--- config.mk ---
export PLATFORM = sky130hd
export DESIGN_NAME = onewire_master
export DESIGN_NICKNAME = d
export VERILOG_FILES = /design/src/rtl/onewire_master.sv
export SDC_FILE = /design/constraint.sdc
export NUM_CORES = 1
export LEC_CHECK = 0
export CORE_MARGIN = 10
export CORE_UTILIZATION = 53
export DETAILED_ROUTE_END_ITERATION = 16
export GPL_ROUTABILITY_DRIVEN = 0
export PLACE_DENSITY = 0.7
export SLEW_MARGIN = 40
export SYNTH_ARGS = -nofsm -noshare
export SYNTH_HDL_FRONTEND = slang
export SYNTH_SLANG_ARGS = --single-unit
--- constraint.sdc ---
create_clock -name CLK -period 4.3 [get_ports CLK]
set_input_delay 0.86 -clock CLK [delete_from_list [all_inputs] [get_ports CLK]]
set_output_delay 0.86 -clock CLK [all_outputs]
set_load 0.1 [all_outputs]
--- src/rtl/onewire_master.sv ---
// Byte-level 1-Wire bus master, standard speed.
// Generates reset/presence, write and read time slots on an open-drain line.
// Commands come in on a valid/ready port; results go out on a valid/ready
// response port. All slot timing comes from a microsecond prescaler.
module onewire_master #(
  parameter int CLK_PER_US = 100
) (
  input  logic       CLK,
  input  logic       RST_N,
  input  logic       cmd_valid,
  output logic       cmd_ready,
  input  logic [1:0] cmd_op,
  input  logic [7:0] cmd_data,
  output logic       rsp_valid,
  input  logic       rsp_ready,
  output logic [7:0] rsp_data,
  output logic       rsp_presence,
  output logic       rsp_err,
  input  logic       W_IN,
  output logic       W_OUT
);

  typedef enum logic [2:0] {
    IDLE,
    RST_LOW,
    RST_REL,
    SLOT_LOW,
    SLOT_REL,
    RESP
  } state_t;

  localparam logic [1:0] OP_RESET = 2'b00;
  localparam logic [1:0] OP_WRITE = 2'b01;
  localparam logic [1:0] OP_READ  = 2'b10;

  localparam int              PW       = (CLK_PER_US > 1) ? $clog2(CLK_PER_US) : 1;
  localparam logic [PW-1:0]   PRE_LAST = PW'(CLK_PER_US - 1);

  // Phase lengths and sample instants, in microseconds.
  localparam logic [9:0] RESET_US     = 10'd480;
  localparam logic [9:0] SLOT_US      = 10'd70;
  localparam logic [9:0] SHORT_LOW_US = 10'd6;
  localparam logic [9:0] LONG_LOW_US  = 10'd60;
  // Presence sampled at 70 us into the release phase (edge ending us 69).
  localparam logic [9:0] PRES_SAMPLE  = 10'd69;
  // Read sampled 15 us from slot start: 6 us low + 9 us into release.
  localparam logic [9:0] READ_SAMPLE  = 10'd8;

  state_t        state;
  state_t        state_next;
  logic [PW-1:0] pre;
  logic [9:0]    us_cnt;
  logic [2:0]    slot_cnt;
  logic [7:0]    shreg;
  logic [1:0]    op_q;
  logic          w_in_s1;
  logic          w_in_s2;
  logic          pres_sample;
  logic          read_bit;

  logic          tick;
  logic          timed;
  logic          is_read;
  logic [9:0]    low_us;
  logic [9:0]    phase_us;
  logic          phase_done;
  logic          accept;
  logic          load_rsp;
  logic [7:0]    shreg_next;
  logic [7:0]    rsp_data_d;
  logic          rsp_presence_d;
  logic          rsp_err_d;

  // A new command is only taken when idle and no response is outstanding.
  assign cmd_ready = (state == IDLE) && !rsp_valid;
  assign accept    = cmd_valid && cmd_ready;

  // Phase length of the current timed state and its terminal condition.
  always_comb begin
    // NOTE: every signal gets a default first so no path through the case leaves it unassigned (which would infer a latch).
    phase_us = 10'd0;
    timed    = 1'b0;
    tick     = (pre == PRE_LAST);
    is_read  = (op_q == OP_READ);
    // Reads and write-1 slots use the short low pulse.
    low_us   = (is_read || shreg[0]) ? SHORT_LOW_US : LONG_LOW_US;
    case (state)
      RST_LOW, RST_REL: begin
        phase_us = RESET_US;
        timed    = 1'b1;
      end
      SLOT_LOW: begin
        phase_us = low_us;
        timed    = 1'b1;
      end
      SLOT_REL: begin
        phase_us = SLOT_US - low_us;
        timed    = 1'b1;
      end
      default: ;
    endcase
    phase_done = timed && tick && (us_cnt == phase_us - 10'd1);
    // Writes rotate so the byte comes back as the echo; reads shift in the sample.
    shreg_next = {(is_read ? read_bit : shreg[0]), shreg[7:1]};
  end

  // State register.
  always_ff @(posedge CLK or negedge RST_N) begin
    if (!RST_N) begin
      state <= IDLE;
    end else begin
      // NOTE: sequential state uses non-blocking assignment so every flop samples pre-edge values.
      state <= state_next;
    end
  end

  // Next-state logic and response field selection.
  always_comb begin
    state_next     = state;
    rsp_data_d     = 8'h00;
    rsp_presence_d = 1'b0;
    rsp_err_d      = 1'b0;
    case (state)
      IDLE: begin
        if (accept) begin
          case (cmd_op)
            OP_RESET: state_next = RST_LOW;
            OP_WRITE,
            OP_READ:  state_next = SLOT_LOW;
            default:  state_next = RESP;
          endcase
        end
        // The only IDLE-to-RESP path is the reserved op.
        rsp_err_d = 1'b1;
      end
      RST_LOW: begin
        if (phase_done) state_next = RST_REL;
      end
      RST_REL: begin
        if (phase_done) state_next = RESP;
        rsp_presence_d = ~pres_sample;
      end
      SLOT_LOW: begin
        if (phase_done) state_next = SLOT_REL;
      end
      SLOT_REL: begin
        if (phase_done) state_next = (slot_cnt == 3'd7) ? RESP : SLOT_LOW;
        rsp_data_d = shreg_next;
      end
      RESP: begin
        if (rsp_valid && rsp_ready) state_next = IDLE;
      end
      default: state_next = IDLE;
    endcase
    load_rsp = (state_next == RESP) && (state != RESP);
  end

  // Microsecond prescaler and us counter, cleared on every state entry.
  always_ff @(posedge CLK or negedge RST_N) begin
    if (!RST_N) begin
      pre    <= '0;
      us_cnt <= '0;
    end else if (state_next != state) begin
      pre    <= '0;
      us_cnt <= '0;
    end else if (timed) begin
      if (tick) begin
        pre    <= '0;
        us_cnt <= us_cnt + 10'd1;
      end else begin
        pre <= pre + PW'(1);
      end
    end
  end

  // Two-flop synchroniser for the asynchronous bus level; idle bus reads high.
  always_ff @(posedge CLK or negedge RST_N) begin
    if (!RST_N) begin
      w_in_s1 <= 1'b1;
      w_in_s2 <= 1'b1;
    end else begin
      w_in_s1 <= W_IN;
      w_in_s2 <= w_in_s1;
    end
  end

  // Command capture, slot sequencing and bus sampling.
  always_ff @(posedge CLK or negedge RST_N) begin
    if (!RST_N) begin
      op_q        <= OP_RESET;
      shreg       <= 8'h00;
      slot_cnt    <= 3'd0;
      pres_sample <= 1'b1;
      read_bit    <= 1'b1;
    end else begin
      if (accept) begin
        op_q     <= cmd_op;
        shreg    <= (cmd_op == OP_WRITE) ? cmd_data : 8'h00;
        slot_cnt <= 3'd0;
      end
      if (state == RST_REL && tick && us_cnt == PRES_SAMPLE) begin
        pres_sample <= w_in_s2;
      end
      if (state == SLOT_REL && tick && us_cnt == READ_SAMPLE) begin
        read_bit <= w_in_s2;
      end
      if (state == SLOT_REL && phase_done) begin
        shreg    <= shreg_next;
        slot_cnt <= slot_cnt + 3'd1;
      end
    end
  end

  // Response registers: fields load on entry to RESP and hold afterwards;
  // rsp_valid rises the cycle after entry and drops on the handshake.
  always_ff @(posedge CLK or negedge RST_N) begin
    if (!RST_N) begin
      rsp_valid    <= 1'b0;
      rsp_data     <= 8'h00;
      rsp_presence <= 1'b0;
      rsp_err      <= 1'b0;
    end else begin
      if (load_rsp) begin
        rsp_data     <= rsp_data_d;
        rsp_presence <= rsp_presence_d;
        rsp_err      <= rsp_err_d;
      end
      if (state == RESP && !rsp_valid) begin
        rsp_valid <= 1'b1;
      end else if (rsp_valid && rsp_ready) begin
        rsp_valid <= 1'b0;
      end
    end
  end

  // Registered open-drain drive; the async reset releases the line at once.
  always_ff @(posedge CLK or negedge RST_N) begin
    if (!RST_N) begin
      W_OUT <= 1'b1;
    end else begin
      W_OUT <= !(state == RST_LOW || state == SLOT_LOW);
    end
  end

endmodule

Word-level counts from Yosys, hierarchy flattened
Index checks and enable logic that the tools add are counted.

storage, ports and cells
  word-level logic and storage cells = 92
  flip-flop bits (word level) = 49
  input port bits = 15

operators by class
  multiplexer cells = 29
  add/subtract/negate cells = 5
  equal/unequal tests = 16
  bitwise operators = 1
  reduce and logical (&&, ||, !) cells = 26

operator list
  cell                                                                   number
  8-bit 2-to-1 mux                                                       4
  10-bit 2-to-1 mux                                                      3
  10-bit case mux with 3 select lines                                    1
  3-bit 2-to-1 mux                                                       9
  7-bit 2-to-1 mux                                                       3
  3-bit case mux with 6 select lines                                     1
  3-bit == test (second input constant)                                  4
  1-bit logical AND                                                      12
  10-bit by 1-bit adder with 10-bit output (second input constant)       1
  10-bit == test                                                         1
  10-bit by 4-bit == test with 1-bit output (second input constant)      1
  10-bit by 7-bit == test with 1-bit output (second input constant)      1
  10-bit by 1-bit subtractor with 10-bit output (second input constant)  1
  2-bit nonzero test                                                     4
  7-bit by 6-bit subtractor with 8-bit output (first input constant)     1
  7-bit by 1-bit adder with 7-bit output (second input constant)         1
  7-bit == test (second input constant)                                  1
  3-bit by 2-bit == test with 1-bit output (second input constant)       2
  1-bit 2-to-1 mux                                                       6
  6-bit 2-to-1 mux                                                       1
  3-bit case mux with 2 select lines                                     1
  2-bit == test (second input constant)                                  2
  2-bit OR reduction                                                     2
  4-bit OR reduction                                                     1
  other kinds (11)                                                       13

Logic depth before layout (Yosys ltp)
  depth after elaboration = 13
  mapped depth = 16
  depth with buffers taken out = 13

Least setup slack after synthesis
No wires, ideal clock.

  path kind = reg2reg
  from = register rsp_valid
  to = register pre[0]
  library setup time = 0.121 ns
  setup slack = -1.284 ns
  buffers on the path = 1
  arrival time = 5.463 ns
  cell stages (with the launch flop) = 8
  period minus slack after synthesis = 5.584 ns
  cell sequence = dfrtp_1 > nor4_1 > nand2_1 > nor2_1 > a211oi_1 > o221ai_2 > buf_2 > nor2_1

on the way
  word-level cells in the longest chain between the ends = 7
  elaborated cells on any way between the ends = 10
  classes of those cells = eq/ne (1); mux (4); reduce/logical (5)

RTL lines
  item                                                           line  RTL
  from (decl)                                                    14    output logic rsp_valid,
  from (signal assigned)                                         218   rsp_valid <= 1'b0;
  from (signal assigned)                                         229   rsp_valid <= 1'b1;
  from (signal assigned)                                         231   rsp_valid <= 1'b0;
  1-bit logical NOT (*)                                          75    assign cmd_ready = (state == IDLE) && !rsp_valid;
  1-bit logical AND (*)                                          75
  via cmd_ready                                                  11    output logic cmd_ready,
  1-bit logical AND (*)                                          76    assign accept = cmd_valid && cmd_ready;
  3-bit 2-to-1 mux (*)                                           125   if (accept) begin
  3-bit case mux with 6 select lines (*)                         123   case (state)
  3-bit inequality test (*)                                      163   end else if (state_next != state) begin
  7-bit 2-to-1 mux / 2-bit nonzero test (equally long branches)  -
  to (signal assigned)                                           171   pre <= pre + PW'(1);
  to (decl)                                                      51    logic [PW-1:0] pre;

Mark *: on every way through the listed nets, which the timed path passes. The rest lies on a longest branch.
A chain may end at the register's enable or synchronous reset.

Worst setup path after layout
  from = register op_q[1]
  to = register rsp_presence

on the way
  word-level cells in the longest chain between the ends = 12
  elaborated cells on any way between the ends = 15
  classes of those cells = add/sub (2); eq/ne (3); mux (7); reduce/logical (3)

RTL lines
  item                                               line  RTL
  from (decl)                                        55    logic [1:0] op_q;
  from (signal assigned)                             197   op_q <= cmd_op;
  2-bit == test (*)                                  84    is_read = (op_q == OP_READ);
  1-bit logical OR (*)                               86    low_us = (is_read || shreg[0]) ? SHORT_LOW_US : LONG_LOW_US;
  6-bit 2-to-1 mux (*)                               86
  7-bit by 6-bit subtractor with 8-bit output        97    phase_us = SLOT_US - low_us;
  10-bit case mux with 3 select lines (*)            87    case (state)
  10-bit by 1-bit subtractor with 10-bit output (*)  102   phase_done = timed && tick && (us_cnt == phase_us - 10'd1);
  10-bit == test (*)                                 102
  1-bit logical AND (*)                              102
  3-bit 2-to-1 mux (on tied branches)                -
  3-bit case mux with 6 select lines (*)             123
  via state_next[0]                                  50    state_t state_next;
  3-bit == test (*)                                  155   load_rsp = (state_next == RESP) && (state != RESP);
  1-bit logical AND (*)                              155
  to (signal assigned)                               225   rsp_presence <= rsp_presence_d;
  to (decl)                                          17    output logic rsp_presence,

Marks and branches as above.

==> metrics.cfg <==
[timing]
hold_violations=0
rsz0062_at_grt=false
final_max_slew_viol_count=0
fin_hold_ws_ps=361
timing.final.crit_share_pct=88.4
tightest_slew_ps=716
maxSlewHeadroom_pct=52.1
min_period_ps=3800
setup_viol=0
tns_ps=0
max_freq_ghz=0.263
fin_skew_ps=13.6

[critical_path]
critPathRequiredTime_ps=4500
path_max_fanout=11
cp_common_cell=nor2_1
arrival_ps=4000
slowest_stage=mux2_4
cp-start-kind=flop
crit_type=reg -> reg
r2r_slack_ps=500
crit_chain=and2b_1, nor2_1, nor2_1, a21oi_1, ha_1, nor2b_1, a211o_1, o211ai_1, o2111ai_1, nor3_1, buf_4, mux2i_4, nand4_2, mux2_4
critPathMaxStageDelay_ps=430
critPathCaptureType=flop

[synthesis]
seq_area_frac_synth_pct=39.8
synth-seq-cells=49
synth-main-ff-cell=dfrtp_1
synth.net_count=361
ys_types=63
synthCells=337
syn-cell-area_um2=3100
synthArstFlopShare_pct=100
synth-edff-count=0
syn_area_per_cell_um2=9.19
synth_warnings=0

[clocking]
hold_buffers=0
cts_setup_buffers=0
cts_buffers=5
htreeDepth=2
cts.clk_slew.worst_paths_ps=100
ctsLongestPathBuffers=2
cts_sinks=49
cts_tree=yes
clkLatencyLatePin_ps=310
post_cts_resized=0
cts-root-buf=clkbuf_8

[pwr]
total_power_mw=2.17
p_per_area_nw_per_um2=639
max-vdd-ir-drop_mv=0.373
static-leakage-power_nw=1.54

[floorplanning]
fp.dieH_um=96.4
placementRows=27
chipWidth_um=96.4
core_area_um2=5570
ios=28
initial_core_util_pct=55.5
die_area_um2=9300

[final_layout]
drive_gt1_share_pct=12.9
fill_cells=516
layout_commonest_cell=dfrtp_1
register_area_um2=1230
antennaDiodeCount=0
area_growth_pct=10.0
fin_nets=380
fin_cells=429
final_cell_mix=dfrtp_1 (44), nor2_1 (34), nand2_1 (27)
multiInputGateArea_um2=1680
final_area_um2=3410

[drt]
avgViaCountPerCell=6.20
ant_nets=0
routedWlPerCell_um=17.3
wl_met2_um=3290
dr_total_vias=2658
top_layer=met4
wirelength_met1_um=3470
drt-initial-drc-count=238
drt-total-wl_um=7410
met3_length_um=518
drc=0
first_pass_iters=5

[min_path]
hold_path.class=reg -> reg

[placed_design]
io_buffers=27
post_dp_cell_area_um2=3310
hpwl_um=5280
dp_cells=421

[run]
drv_cap=0

[global_route]
grt_max_degree=50
grt_pass1_vias=2489
track_usage_pct=16.6
grt_antenna_before_repair=0
grt_pass1_wl_um=12200
gr-total-overflow=0

[outcome]
status=completed

synth_stat cells, types with 2 or more instances:
cell type,n,area share (%)
a211oi_1,3,0.73
a21oi_1,26,4.2
a221o_1,2,0.65
a22oi_1,2,0.48
a31oi_1,4,0.81
a32oi_1,2,0.57
and2b_1,2,0.48
and3_1,9,1.8
buf_2,9,1.5
buf_6,5,1.8
clkbuf_1,6,0.73
dfrtp_1,44,36
dfstp_2,5,4.2
ha_1,9,3.6
inv_1,18,2.2
mux2_2,2,0.73
mux2_4,2,0.97
mux2i_1,9,2.9
nand2_1,27,3.3
nand2b_1,4,0.81
nand3_1,13,2.1
nand3b_1,3,0.73
nand4_1,6,1.2
nand4b_1,3,0.85
nor2_1,34,4.1
nor2b_1,7,1.4
nor3_1,11,1.8
nor3b_1,3,0.73
nor4_1,4,0.81
o2111ai_1,4,1.1
o211ai_1,2,0.48
o21ai_0,8,1.3
xnor2_1,7,2.0
xor2_1,13,3.7
area by class of cell:
class                           instances  share of cell area (%)
Sequential cell                        49                    36.2
Inverter                               18                    1.98
Clock inverter                          2                   0.294
Timing Repair Buffer                   34                    7.49
Clock buffer                            6                    2.13
Multi-Input combinational cell        248                    49.3
Tap cell                               72                    2.65
logic make-up after synthesis:
| logic type | count (synthesis) | share of synthesized area [%] |
|---|---|---|
| compound gates | 69 | 15.3 |
| xor+xnor | 20 | 5.66 |
| fa+ha+maj | 9 | 3.64 |
| buf+inv | 40 | 6.55 |
| flops | 49 | 39.8 |
| mux | 14 | 5.34 |
| simple gates | 136 | 23.7 |
where the power goes:
group | switching (mW) | internal [mW] | total (mW)
clock network | 0.157 | 0.113 | 0.270
logic | 0.865 | 0.342 | 1.21
registers | 0.117 | 0.581 | 0.698
total | 1.14 | 1.04 | 2.17
through the flow:
stage	utilization, %	setup WS [ps]
2_1_floorplan	-	184
3_3_place_gp	60.5	682
3_5_place_dp	59.4	608
4_1_cts	60.9	560
5_1_grt	61.1	317
6_report	61.1	500
routing by layer:
metal	vias up	global-route usage, %
met5	-	0
met4	0	5.57
met3	12	3.70
met2	114	24.0
met1	1292	23.8
li1	1240	-
final timing paths:
path | from | to | depth (start not counted)
worst max-delay path | op_q[1] | rsp_presence | 14
worst min-delay path | w_in_s1 | w_in_s2 | 0
worst max register to register | op_q[1] | rsp_presence | 14
worst min register to register | w_in_s1 | w_in_s2 | 0
max in group asynchronous | RST_N | rsp_data[6] | 2
min in group asynchronous | RST_N | op_q[1] | 2
sequential cells by signal (all words and copies together) (netlist names):
signal        cells
w_in_s2           1
op_q              2
pres_sample       1
rsp_err           1
rsp_data          8
us_cnt           10
rsp_presence      1
state             3
pre               7
w_in_s1           1
read_bit          1
rsp_valid         1
W_OUT             1
slot_cnt          3
shreg             8
critical path, delay by kind of cell (launching register included):
kind / cells / cell delay [ps]
multiplexers: 2 / 710
AO/OA/AOI/OAI: 4 / 720
flip-flops: 1 / 420
buffers and inverters: 1 / 220
adder cells (fa/ha/maj): 1 / 410
AND/OR/NAND/NOR: 6 / 1210
Note: power is estimated with default switching activity, not from simulation.
==> patch 1 (same settings) <==
`CLK_PER_US`: 100 -> 200.
--- a/src/rtl/onewire_master.sv
+++ b/src/rtl/onewire_master.sv
@@ -3,7 +3,7 @@
 // Commands come in on a valid/ready port; results go out on a valid/ready
 // response port. All slot timing comes from a microsecond prescaler.
 module onewire_master #(
-  parameter int CLK_PER_US = 100
+  parameter int CLK_PER_US = 200
 ) (
   input  logic       CLK,
   input  logic       RST_N,
Check against the original RTL: same outputs for any inputs over 10 cycles, from zero or initial values and one cycle with RST_N low; that may be too few to reach the edited logic, so the function may still have changed.
==> patch 1 against the unedited design <==
Routed wire length shrank 16%; synthesized area fell by 7.2%; global-route usage is 1.6 points lower; count of clock-buffer cells in the layout is 1 higher; setup slack worse by 0.25 ns; via count down 16%; maximum frequency shrank 6.3%; design area decreased by 3.5%; sequential cell count is 1 higher.
Power is not compared: it rests on default switching activity, and its combinational part moved more than twofold at a synthesized area within 25%.
==> patch 1: results (changes against the unedited design) <==
Final Net Count 350 (-7.9%); FF-to-FF path depth 13 (-1); worst reg2reg path endpoint rsp_data[4]; first-pass GRT wire length 10.6 mm (-13%); worst reg2reg startpoint state[1]; Cell variety after synth 56 (-11%); final wirelength 6.23 mm (-16%); r2r setup slk 0.25 ns (-0.25 ns); Post-DP HPWL 4.52 mm (-14%); Commonest cells post-synth 45 x dfrtp_1, 35 x nor2_1, 27 x nand2_1, 21 x nand3_1, 13 x clkbuf_1; Critical-path top delay cell or4_4; Clock Tree Buf Depth 2 (unchanged); largest net degree at the start of global routing 51 (+2.0%); Synth area leaders dfrtp_1 39%, mux2_4 5.2%, dfstp_2 4.6%; Syn Area/Cell 9.61 µm² (+4.6%); status finished, final reports clean; Clock Skew 0.0101 ns (-0.00350 ns); DR iter-0 viols 159 (-33%); WL per Instance 15.7 µm (-9.2%); Reg clk slew, reported paths 0.08 ns (-0.02 ns); Post-Syn Nets 323 (-11%); Hold WS 0.360 ns (-0.000697 ns); Seq/Total Area, Yosys 0.438 (+0.0394); total number of vias 2,245 (-16%); Worst-Margin Slew 0.619 ns (-0.0977 ns); Placed Instances 389 (-7.6%); worst hold path type flip-flop to flip-flop; GRT Util Overall 0.149 (-0.0163); share of cells above drive strength 1 0.177 (+0.0485); Crit path arrival time 4.25 ns (+0.25 ns); CP max FO 10 (-1)
## patch 1: area by class of cell
type	instances	area [µm²]
inverters	9	33.8
repair buffers	39	295
fillers	442	1890
well taps	70	87.6
clock buffers	7	76.3
flip-flops and latches	50	1260
clock inverters	1	30.0
multi-input cells	221	1510
## patch 1: per-layer routing
layer / track usage / wire length (µm)
met4: 0.0468 / 87
met1: 0.208 / 3030
met2: 0.222 / 2780
met5: 0 / 0
met3: 0.0376 / 338
## patch 1: cells by family (layout without fill, tap and decap cells)
group,after synthesis,in the layout,synth area share
fa+ha+maj,9,9,0.0392
compound gates,50,50,0.118
flops,50,50,0.438
buf+inv,28,56,0.0440
mux,16,16,0.0749
simple gates,128,128,0.232
xor+xnor,18,18,0.0549
## patch 1: critical path: cells and delay by family, from the launching register on
kind	cells	cell delay, ns
AOI/OAI and AO/OA	4	0.48
xor gates and xnor gates	1	0.19
adders and majority gates	1	0.27
DFF	1	0.38
muxes	2	0.69
and+or+nand+nor	5	1.92
## patch 1: worst max-delay path by stage
| stage | startpoint | endpoint | slack (ns) | cells past startpoint |
|---|---|---|---|---|
| finish | state[1] | rsp_data[4] | 0.25 | 13 |
| global route | state[1] | rsp_data[4] | 0.07 | 14 |
| global placement | state[1] | rsp_data[6] | 0.15 | 13 |
| CTS | state[1] | rsp_data[4] | 0.18 | 13 |
| detailed placement | state[1] | rsp_data[3] | 0.05 | 13 |
| floorplan | state[0] | rsp_data[0] | 0.14 | 16 |
## patch 1: metrics by stage
step           instance area (µm²)  setup WS [ns]  power [W]
2_1_floorplan                 2880          0.139   0.000484
3_3_place_gp                  3230          0.145   0.000507
3_5_place_dp                  3170         0.0525   0.000508
4_1_cts                       3280          0.177   0.000830
5_1_grt                       3290         0.0709   0.000849
6_report                      3290          0.246   0.000820
## patch 1: timing repair
action | in CTS | in global routing
hold buffers | 0 | 0
pin swaps | 0 | 0
resized for setup | 1 | 2
endpoints found under the hold margin | 0 | 0
endpoints found under the setup margin | 10 | 10
## patch 1: power breakdown
| part | leakage, nW | switching [W] | internal [W] |
|---|---|---|---|
| clock | 0.0524 | 0.000149 | 0.000174 |
| sequential | 0.598 | 0.000000550 | 0.000472 |
| combinational | 0.852 | 0.0000132 | 0.0000122 |
| total | 1.50 | 0.000162 | 0.000658 |
==> patch 2 (same flow settings) <==
Made on the original files. Encoding of `state_t`: now one-hot (6 bits for 6 states).
--- a/src/rtl/onewire_master.sv
+++ b/src/rtl/onewire_master.sv
@@ -20,13 +20,13 @@
   output logic       W_OUT
 );
 
-  typedef enum logic [2:0] {
-    IDLE,
-    RST_LOW,
-    RST_REL,
-    SLOT_LOW,
-    SLOT_REL,
-    RESP
+  typedef enum logic [5:0] {
+    IDLE     = 6'b000001,
+    RST_LOW  = 6'b000010,
+    RST_REL  = 6'b000100,
+    SLOT_LOW = 6'b001000,
+    SLOT_REL = 6'b010000,
+    RESP     = 6'b100000
   } state_t;
 
   localparam logic [1:0] OP_RESET = 2'b00;
Behaviour: no difference found for any inputs over 10 cycles, from zero or initial values and one cycle with RST_N low; not proved beyond that.
==> patch 2 against the unedited design <==
Setup slack worse by 0.0079 ns; critical endpoint is now rsp_data[7]; first-iteration DRC count decreased by 46%; synthesized area rose by 7.1%; worst hold slack improved by 0.0015 ns; sequential cell count is 3 higher; total power shrank 17%; design area is 6.4% higher; routed wire length fell by 3.0%.
==> patch 2: results (changes against the unedited design) <==
status finished, final reports clean; Leak Pwr 1.55 nW (+0.34%); Post-DP HPWL 5.37 mm (+1.6%); vias in the first global route 2,500 (+0.44%); Clock Skew 0.00781 ns (-0.00580 ns); FF-to-FF path depth 13 (-1); via/cell ratio 5.82 (-6.0%); first-pass GRT wire length 12.5 mm (+1.9%); delay of the slowest critical-path stage 0.52 ns (+0.09 ns); largest net degree at the start of global routing 36 (-28%); Critical-path top delay cell dfrtp_1; GRT Util Overall 0.150 (-0.0156); DR iter-0 viols 128 (-46%); Filler cells 520 (+0.78%); Cell variety after synth 68 (+7.9%); CP Launch Point state[5]; Slew HR 0.563 (+0.0423); Commonest cells post-synth 46 x dfrtp_1, 42 x nand2_1, 19 x nor2_1, 18 x inv_1, 16 x o21ai_0; worst reg2reg path endpoint rsp_data[7]; Worst IR Drop VDD 0.000545 V (+46%); share of cells above drive strength 1 0.217 (+0.0884); Final Net Count 383 (+0.79%); Setup Slack @ Placement 0.539 ns (-0.0698 ns); drt pass-1 iters 4 (-1); Synth area leaders dfrtp_1 35%, dfstp_2 4.8%, nand2_1 4.8%
patch 2: cell type report:
type                            count  area share
Multi-Input combinational cell    248       0.501
Sequential cell                    52       0.361
Timing Repair Buffer               32      0.0663
Tap cell                           75      0.0259
Inverter                           19      0.0197
Clock buffer                        5      0.0190
Clock inverter                      3     0.00690
patch 2: cell families after synthesis:
| group | share of synthesized area |
|---|---|
| compound gates | 0.112 |
| buf+inv | 0.0574 |
| flops | 0.395 |
| xor+xnor | 0.0449 |
| mux | 0.0804 |
| simple gates | 0.272 |
| fa+ha+maj | 0.0377 |
patch 2: worst max-delay path by stage:
| stage | endpoint | slack (ns) | depth (start not counted) |
|---|---|---|---|
| 3_5_place_dp | rsp_presence | 0.54 | 13 |
| 3_3_place_gp | rsp_data[7] | 0.65 | 13 |
| 5_1_grt | rsp_presence | 0.27 | 13 |
| 6_report | rsp_data[7] | 0.49 | 13 |
| 4_1_cts | rsp_presence | 0.53 | 13 |
| 2_1_floorplan | rsp_data[7] | 1.17 | 14 |
patch 2: worst reg2reg max path, cell delays in order, from the launching register on:
cell,delay (ns)
dfrtp_1,0.52
nor4_4,0.38
and2_1,0.26
inv_2,0.12
nor2_1,0.12
nor2_1,0.05
ha_1,0.25
xnor2_1,0.25
a41oi_1,0.13
nor4_4,0.33
nand4_2,0.36
a221oi_2,0.36
buf_4,0.25
mux2_1,0.34
patch 2: metrics by stage:
stage	instance area, µm²	instances	hold slack [ns]	utilization
2_1_floorplan	3320	333	0.345	-
3_3_place_gp	3590	426	0.346	0.599
3_5_place_dp	3530	426	0.347	0.589
4_1_cts	3620	434	0.363	0.605
5_1_grt	3620	434	0.374	0.605
6_report	3620	434	0.362	0.605
patch 2: power breakdown:
group | switching, W | total, W | internal [W]
logic | 0.000603 | 0.000852 | 0.000250
clock network | 0.000176 | 0.000295 | 0.000119
registers | 0.0000907 | 0.000668 | 0.000577
total | 0.000870 | 0.00182 | 0.000946
patch 2: per-layer routing:
metal	vias up	wire, µm	GRT usage
met5	-	0	0
met4	0	99	0.0452
met3	11	392	0.0346
met2	51	3300	0.234
met1	1230	3400	0.202
li1	1236	-	-
